File: src/rtl/adder_pkg.sv
// adder_pkg: shared mode encoding and slice sizing for the pipelined adder-subtractor.
package adder_pkg;
    typedef enum logic {MODE_ADD = 1'b0, MODE_SUB = 1'b1} mode_e;
    function automatic int slice_width(int data_width, int num_stages);
        return data_width / num_stages;
    endfunction
endpackage

File: src/rtl/adder_slice.sv
// adder_slice: combinational ripple-carry adder for one pipeline slice.
module adder_slice #(
    parameter int SLICE_WIDTH = 4
) (
    input  logic [SLICE_WIDTH-1:0] a,
    input  logic [SLICE_WIDTH-1:0] b,
    input  logic                   cin,
    output logic [SLICE_WIDTH-1:0] sum,
    output logic                   cout
);
    logic c;
    always_comb begin
        sum = '0;
        c = cin;
        for (int i = 0; i < SLICE_WIDTH; i++) begin
            sum[i] = a[i] ^ b[i] ^ c;
            c = (a[i] & b[i]) | (c & (a[i] ^ b[i]));
        end
        cout = c;
    end
endmodule

File: src/rtl/pipelined_adder_subtractor.sv
// pipelined_adder_subtractor: carry-pipelined add/sub, one slice per stage,
// with per-stage valid bits and bubble-collapsing backpressure.
module pipelined_adder_subtractor
    import adder_pkg::*;
#(
    parameter int DATA_WIDTH = 16,
    parameter int NUM_STAGES = 4
) (
    input  logic                  CLK,
    input  logic                  RST,
    input  logic [DATA_WIDTH-1:0] A,
    input  logic [DATA_WIDTH-1:0] B,
    input  logic                  C0,
    input  logic                  SUB,
    input  logic                  IN_VALID,
    output logic                  IN_READY,
    output logic [DATA_WIDTH-1:0] S,
    output logic                  CF,
    output logic                  OF,
    output logic                  ZF,
    output logic                  NF,
    output logic                  OUT_VALID,
    input  logic                  OUT_READY
);
    localparam int SW  = slice_width(DATA_WIDTH, NUM_STAGES);
    localparam int LS  = NUM_STAGES - 1;
    localparam int MSB = DATA_WIDTH - 1;

    if (DATA_WIDTH % NUM_STAGES != 0) begin : g_bad_width
        $error("DATA_WIDTH must be an integer multiple of NUM_STAGES");
    end

    logic [NUM_STAGES-1:0] v_q, v_d, c_q, c_d, sub_q, sub_d;
    logic [DATA_WIDTH-1:0] a_q [NUM_STAGES];
    logic [DATA_WIDTH-1:0] a_d [NUM_STAGES];
    logic [DATA_WIDTH-1:0] b_q [NUM_STAGES];
    logic [DATA_WIDTH-1:0] b_d [NUM_STAGES];
    logic [DATA_WIDTH-1:0] s_q [NUM_STAGES];
    logic [DATA_WIDTH-1:0] s_d [NUM_STAGES];
    logic [NUM_STAGES:0]   rdy;

    // A stage may load when it is empty or its successor is taking its contents.
    always_comb begin
        rdy[NUM_STAGES] = OUT_READY;
        for (int k = NUM_STAGES - 1; k >= 0; k--) rdy[k] = ~v_q[k] | rdy[k+1];
    end

    for (genvar k = 0; k < NUM_STAGES; k++) begin : g_stage
        logic [DATA_WIDTH-1:0] a_in, b_in, s_in, s_nx;
        logic                  c_in, sub_in, v_in, cout;
        logic [SW-1:0]         sum;
        if (k == 0) begin : g_head
            assign a_in   = A;
            assign b_in   = (SUB == MODE_SUB) ? ~B : B;
            assign s_in   = '0;
            assign c_in   = (SUB == MODE_SUB) ? ~C0 : C0;
            assign sub_in = SUB;
            assign v_in   = IN_VALID;
        end else begin : g_body
            assign a_in   = a_q[k-1];
            assign b_in   = b_q[k-1];
            assign s_in   = s_q[k-1];
            assign c_in   = c_q[k-1];
            assign sub_in = sub_q[k-1];
            assign v_in   = v_q[k-1];
        end
        adder_slice #(.SLICE_WIDTH(SW)) u_slice (
            .a   (a_in[k*SW +: SW]),
            .b   (b_in[k*SW +: SW]),
            .cin (c_in),
            .sum (sum),
            .cout(cout)
        );
        always_comb begin
            s_nx = s_in;
            s_nx[k*SW +: SW] = sum;
        end
        assign v_d[k]   = rdy[k] ? v_in   : v_q[k];
        assign c_d[k]   = rdy[k] ? cout   : c_q[k];
        assign sub_d[k] = rdy[k] ? sub_in : sub_q[k];
        assign a_d[k]   = rdy[k] ? a_in   : a_q[k];
        assign b_d[k]   = rdy[k] ? b_in   : b_q[k];
        assign s_d[k]   = rdy[k] ? s_nx   : s_q[k];
    end

    always_ff @(posedge CLK or posedge RST) begin
        if (RST) begin
            v_q   <= '0;
            c_q   <= '0;
            sub_q <= '0;
            a_q   <= '{default: '0};
            b_q   <= '{default: '0};
            s_q   <= '{default: '0};
        end else begin
            v_q   <= v_d;
            c_q   <= c_d;
            sub_q <= sub_d;
            a_q   <= a_d;
            b_q   <= b_d;
            s_q   <= s_d;
        end
    end

    // Flags derive from the held last stage, so they stay stable across a stall.
    assign IN_READY  = rdy[0];
    assign OUT_VALID = v_q[LS];
    assign S         = s_q[LS];
    assign CF        = v_q[LS] & (c_q[LS] ^ sub_q[LS]);
    assign OF        = v_q[LS] & (a_q[LS][MSB] == b_q[LS][MSB]) & (s_q[LS][MSB] != a_q[LS][MSB]);
    assign ZF        = v_q[LS] & ~|s_q[LS];
    assign NF        = v_q[LS] & s_q[LS][MSB];
endmodule

File: config.mk
export PLATFORM = sky130hd
export DESIGN_NAME = pipelined_adder_subtractor
export DESIGN_NICKNAME = d
export VERILOG_FILES = /design/src/rtl/adder_pkg.sv /design/src/rtl/adder_slice.sv /design/src/rtl/pipelined_adder_subtractor.sv
export SDC_FILE = /design/constraint.sdc
export NUM_CORES = 1
export LEC_CHECK = 0
export CAP_MARGIN = 5
export CORE_MARGIN = 10
export CORE_UTILIZATION = 55
export DETAILED_ROUTE_END_ITERATION = 12
export PLACE_DENSITY = 0.84
export SLEW_MARGIN = 20
export SYNTH_ARGS = -nofsm -noshare
export SYNTH_HDL_FRONTEND = slang
export SYNTH_SLANG_ARGS = --single-unit
export TNS_END_PERCENT = 1
File: constraint.sdc
create_clock -name CLK -period 3.88 [get_ports CLK]
set_input_delay 0.776 -clock CLK [delete_from_list [all_inputs] [get_ports CLK]]
set_output_delay 0.776 -clock CLK [all_outputs]
set_load 0.01 [all_outputs]
==> out/qor.json <==
{
  "placed_design": {
    "hpwl_reported_at_the_end_of_detailed_placement_um": 6020,
    "final_gp_congestion": 0.791,
    "portBuffers": 59
  },
  "timing": {
    "grt_setup_unrepaired": "false",
    "final.hold.worst_slack_ns": 0.473,
    "measured_slew_at_the_worst_slew_check_pin_ns": 0.696,
    "final_period_minus_worst_setup_slack_ns": 3.33,
    "timing.slew.headroom": 0.536,
    "post-route-period-util": 0.859,
    "finalHoldViolations": 0,
    "finClkSkew_ns": 0.0109,
    "timing.final.max_slew_violations": 0,
    "fmaxAchievable_ghz": 0.300,
    "setup_total_negative_slack_ns": 0,
    "finalSetupViolCount": 0
  },
  "yosys": {
    "postSynthCellCount": 371,
    "synth_area_leader_cell": "dfrtp_1",
    "yosys_warnings": 0,
    "synthFlopType": "dfrtp_1",
    "synth.net_count": 425,
    "mappedNetlistArea_um2": 4440,
    "async_reset_ff_frac": 1.00,
    "ys_seq_elements": 102,
    "synth.area.top_cells": "dfrtp_1 58%, mux2_2 8.4%, fa_1 7.2%",
    "yosys.cell_types.count": 27,
    "post_synth.cell_area_avg_um2": 12.0,
    "synth-edff-count": 0,
    "synth_largest_type_area_fraction": 0.575,
    "synth.yosys.seq_area_share": 0.575
  },
  "pwr": {
    "pwr_density_cell_nw_per_um2": 610,
    "power.static_leakage_uw": 0.00244,
    "ir_drop_mv": 0.225
  },
  "setup_path": {
    "critical-path-top-delay-family": "buffers and inverters",
    "arrival_ns": 2.56,
    "setup.worst_path.class": "in2out",
    "worstSetupPathDepth": 5,
    "timing.critical_path.slowest_stage_cell": "clkdlybuf4s50_1",
    "cp_common_cell": "clkdlybuf4s50_1",
    "end_kind": "primary output",
    "cp_max_fo": 18,
    "cp_num_buf_inv": 3,
    "setup.worst_path.start_class": "input pin",
    "worst_reg2reg_path_depth": 8,
    "cp_cell_sequence": "clkdlybuf4s50_1 > and4b_1 > and2_1 > inv_4 > clkdlybuf4s50_1",
    "crit_required_ns": 3.10,
    "critical_path.max_stage_delay_ns": 0.61
  },
  "die": {
    "die_w_um": 110,
    "fp.coreArea_um2": 7770,
    "design.portCount": 60,
    "starting_density_of_the_core": 0.571,
    "design.die.area_um2": 12100,
    "rows": 32,
    "vertical_extent_of_the_die_um": 110
  },
  "min_path": {
    "hold-path-cell-count": 2,
    "holdCritPathClass": "reg2reg"
  },
  "clock_network": {
    "hold_buffers": 0,
    "clk_path_buf_depth": 2,
    "source_to_sink_clock_delay_at_the_later_pin_of_the_worst_skew_pair_ns": 0.36,
    "cts.root.buffer_cell": "clkbuf_8",
    "cts_buffers": 9,
    "cts.repair.resized": 0,
    "clkTransAtPathRegs_ns": 0.09,
    "clock_tree.htree_level_count": 3,
    "cts_tree": "built",
    "cts_post_setup_buffers_inserted": 0,
    "cts_sinks": 102
  },
  "routing": {
    "postRouteAntennaNets": 0,
    "avgViaCountPerCell": 5.19,
    "route.detailed.drc": 0,
    "routed_wl_um": 8420,
    "wl_per_cell_um": 15.6,
    "first_iter_violations": 140,
    "firstDrtPassIters": 6,
    "num_vias": 2797
  },
  "run_status": {
    "outcome": "finished clean"
  },
  "grt": {
    "grt_pass1_wl_um": 14300,
    "antenna_found_initial": 0,
    "overflow": 0,
    "vias_in_the_first_global_route": 2950,
    "grt_max_degree": 59,
    "grt_usage": 0.150
  },
  "final_layout": {
    "antenna_cells_inserted": 0,
    "final_layout_size_suffix_gt1_frac": 0.158,
    "finish.net_count": 486,
    "nFillCells": 563,
    "areaGrowthSynthToFinish_pct": 21.5,
    "layout_utilization": 0.694
  },
  "job": {
    "max_cap_viol_count": 0
  }
}
[final timing paths]
path,startpoint,to,slack [ns]
worst min-delay path,g_stage[1].a_in[12]$_DFFE_PP0P_,g_stage[2].a_in[12]$_DFFE_PP0P_,0.47
worst min register to register,g_stage[1].a_in[12]$_DFFE_PP0P_,g_stage[2].a_in[12]$_DFFE_PP0P_,0.47
min in group asynchronous,RST,g_stage[3].s_in[10]$_DFFE_PP0P_,0.86
worst max-delay path,OUT_READY,IN_READY,0.55
max in group asynchronous,RST,S[10]$_DFFE_PP0P_,2.23
worst max register to register,g_stage[2].a_in[8]$_DFFE_PP0P_,g_stage[3].s_in[11]$_DFFE_PP0P_,1.58
[sequential cells by signal, indices dropped and copies added, names as in the netlist]
register      cells
g_stage.s_in     24
c_q               4
a_q               1
S                16
b_q               1
sub_q             4
g_stage.a_in     24
g_stage.b_in     24
v_q               4
[worst min-delay path, stage by stage (launching register included)]
cell     delay, ns
dfrtp_1       0.35
nand2_1       0.05
nand2_1       0.05
[cells in the mapped netlist, types with 2 or more instances]
cell and n:
buf_2 4, mux2_4 8, nand3b_1 2, and2_1 3, xor2_1 3, inv_1 27
o21ai_0 22, clkbuf_1 13, mux2_2 33, a21oi_1 9, xnor2_1 15, fa_1 16
nand2b_1 5, dfrtp_1 102, nor2_1 11, nand2_1 66, mux2_1 7, nand3_1 14
nor4_1 3
[per-stage QoR]
stage / instance area, um^2 / worst slack (ns) / cells / total power [uW]
5_1_grt: 5390 / 0.474 / 539 / 3490
4_1_cts: 5390 / 0.542 / 539 / 3330
3_5_place_dp: 5140 / 0.486 / 523 / 2520
2_1_floorplan: 4440 / 0.429 / 371 / 2070
3_3_place_gp: 5140 / 0.564 / 523 / 2460
6_report: 5390 / 0.546 / 539 / 3290
[cell usage in the layout, fill, tap and decap left out, drive strengths merged, types with 11 or more instances in the layout]
master / count
nand3: 14
clkdlybuf4s50: 59
nand2: 66
dfrtp: 102
fa: 16
inv: 28
nor2: 11
xnor2: 15
mux2: 48
o21ai: 22
[layout make-up]
class | count | area (um^2) | area share
Inverter | 28 | 110 | 0.0204
Sequential cell | 102 | 2550 | 0.474
Tap cell | 102 | 128 | 0.0237
Multi-Input combinational cell | 222 | 1690 | 0.313
Clock inverter | 6 | 109 | 0.0202
Clock buffer | 10 | 138 | 0.0255
Timing Repair Buffer | 69 | 666 | 0.123
[routing by layer]
| layer | track usage | share of wire | vias up |
|---|---|---|---|
| li1 | - | - | 1313 |
| met1 | 0.203 | 0.45 | 1394 |
| met2 | 0.228 | 0.47 | 78 |
| met3 | 0.0380 | 0.058 | 12 |
| met4 | 0.0595 | 0.020 | 0 |
| met5 | 0 | 0 | - |
[cell families (layout without fill, tap and decap cells)]
family	after synthesis	after routing	share of synthesized area
and+or+nand+nor	108	108	0.107
DFF	102	102	0.575
muxes	48	48	0.129
buffers and inverters	47	113	0.0440
AOI/OAI and AO/OA	32	32	0.0367
xor gates and xnor gates	18	18	0.0355
adders and majority gates	16	16	0.0722
[power breakdown]
group	internal (uW)	switching, uW	total, uW	leakage, uW
logic	517	398	915	0.00111
registers	1370	207	1580	0.00120
clock network	445	349	794	0.000126
No activity file was read; power rests on OpenSTA's default activity.
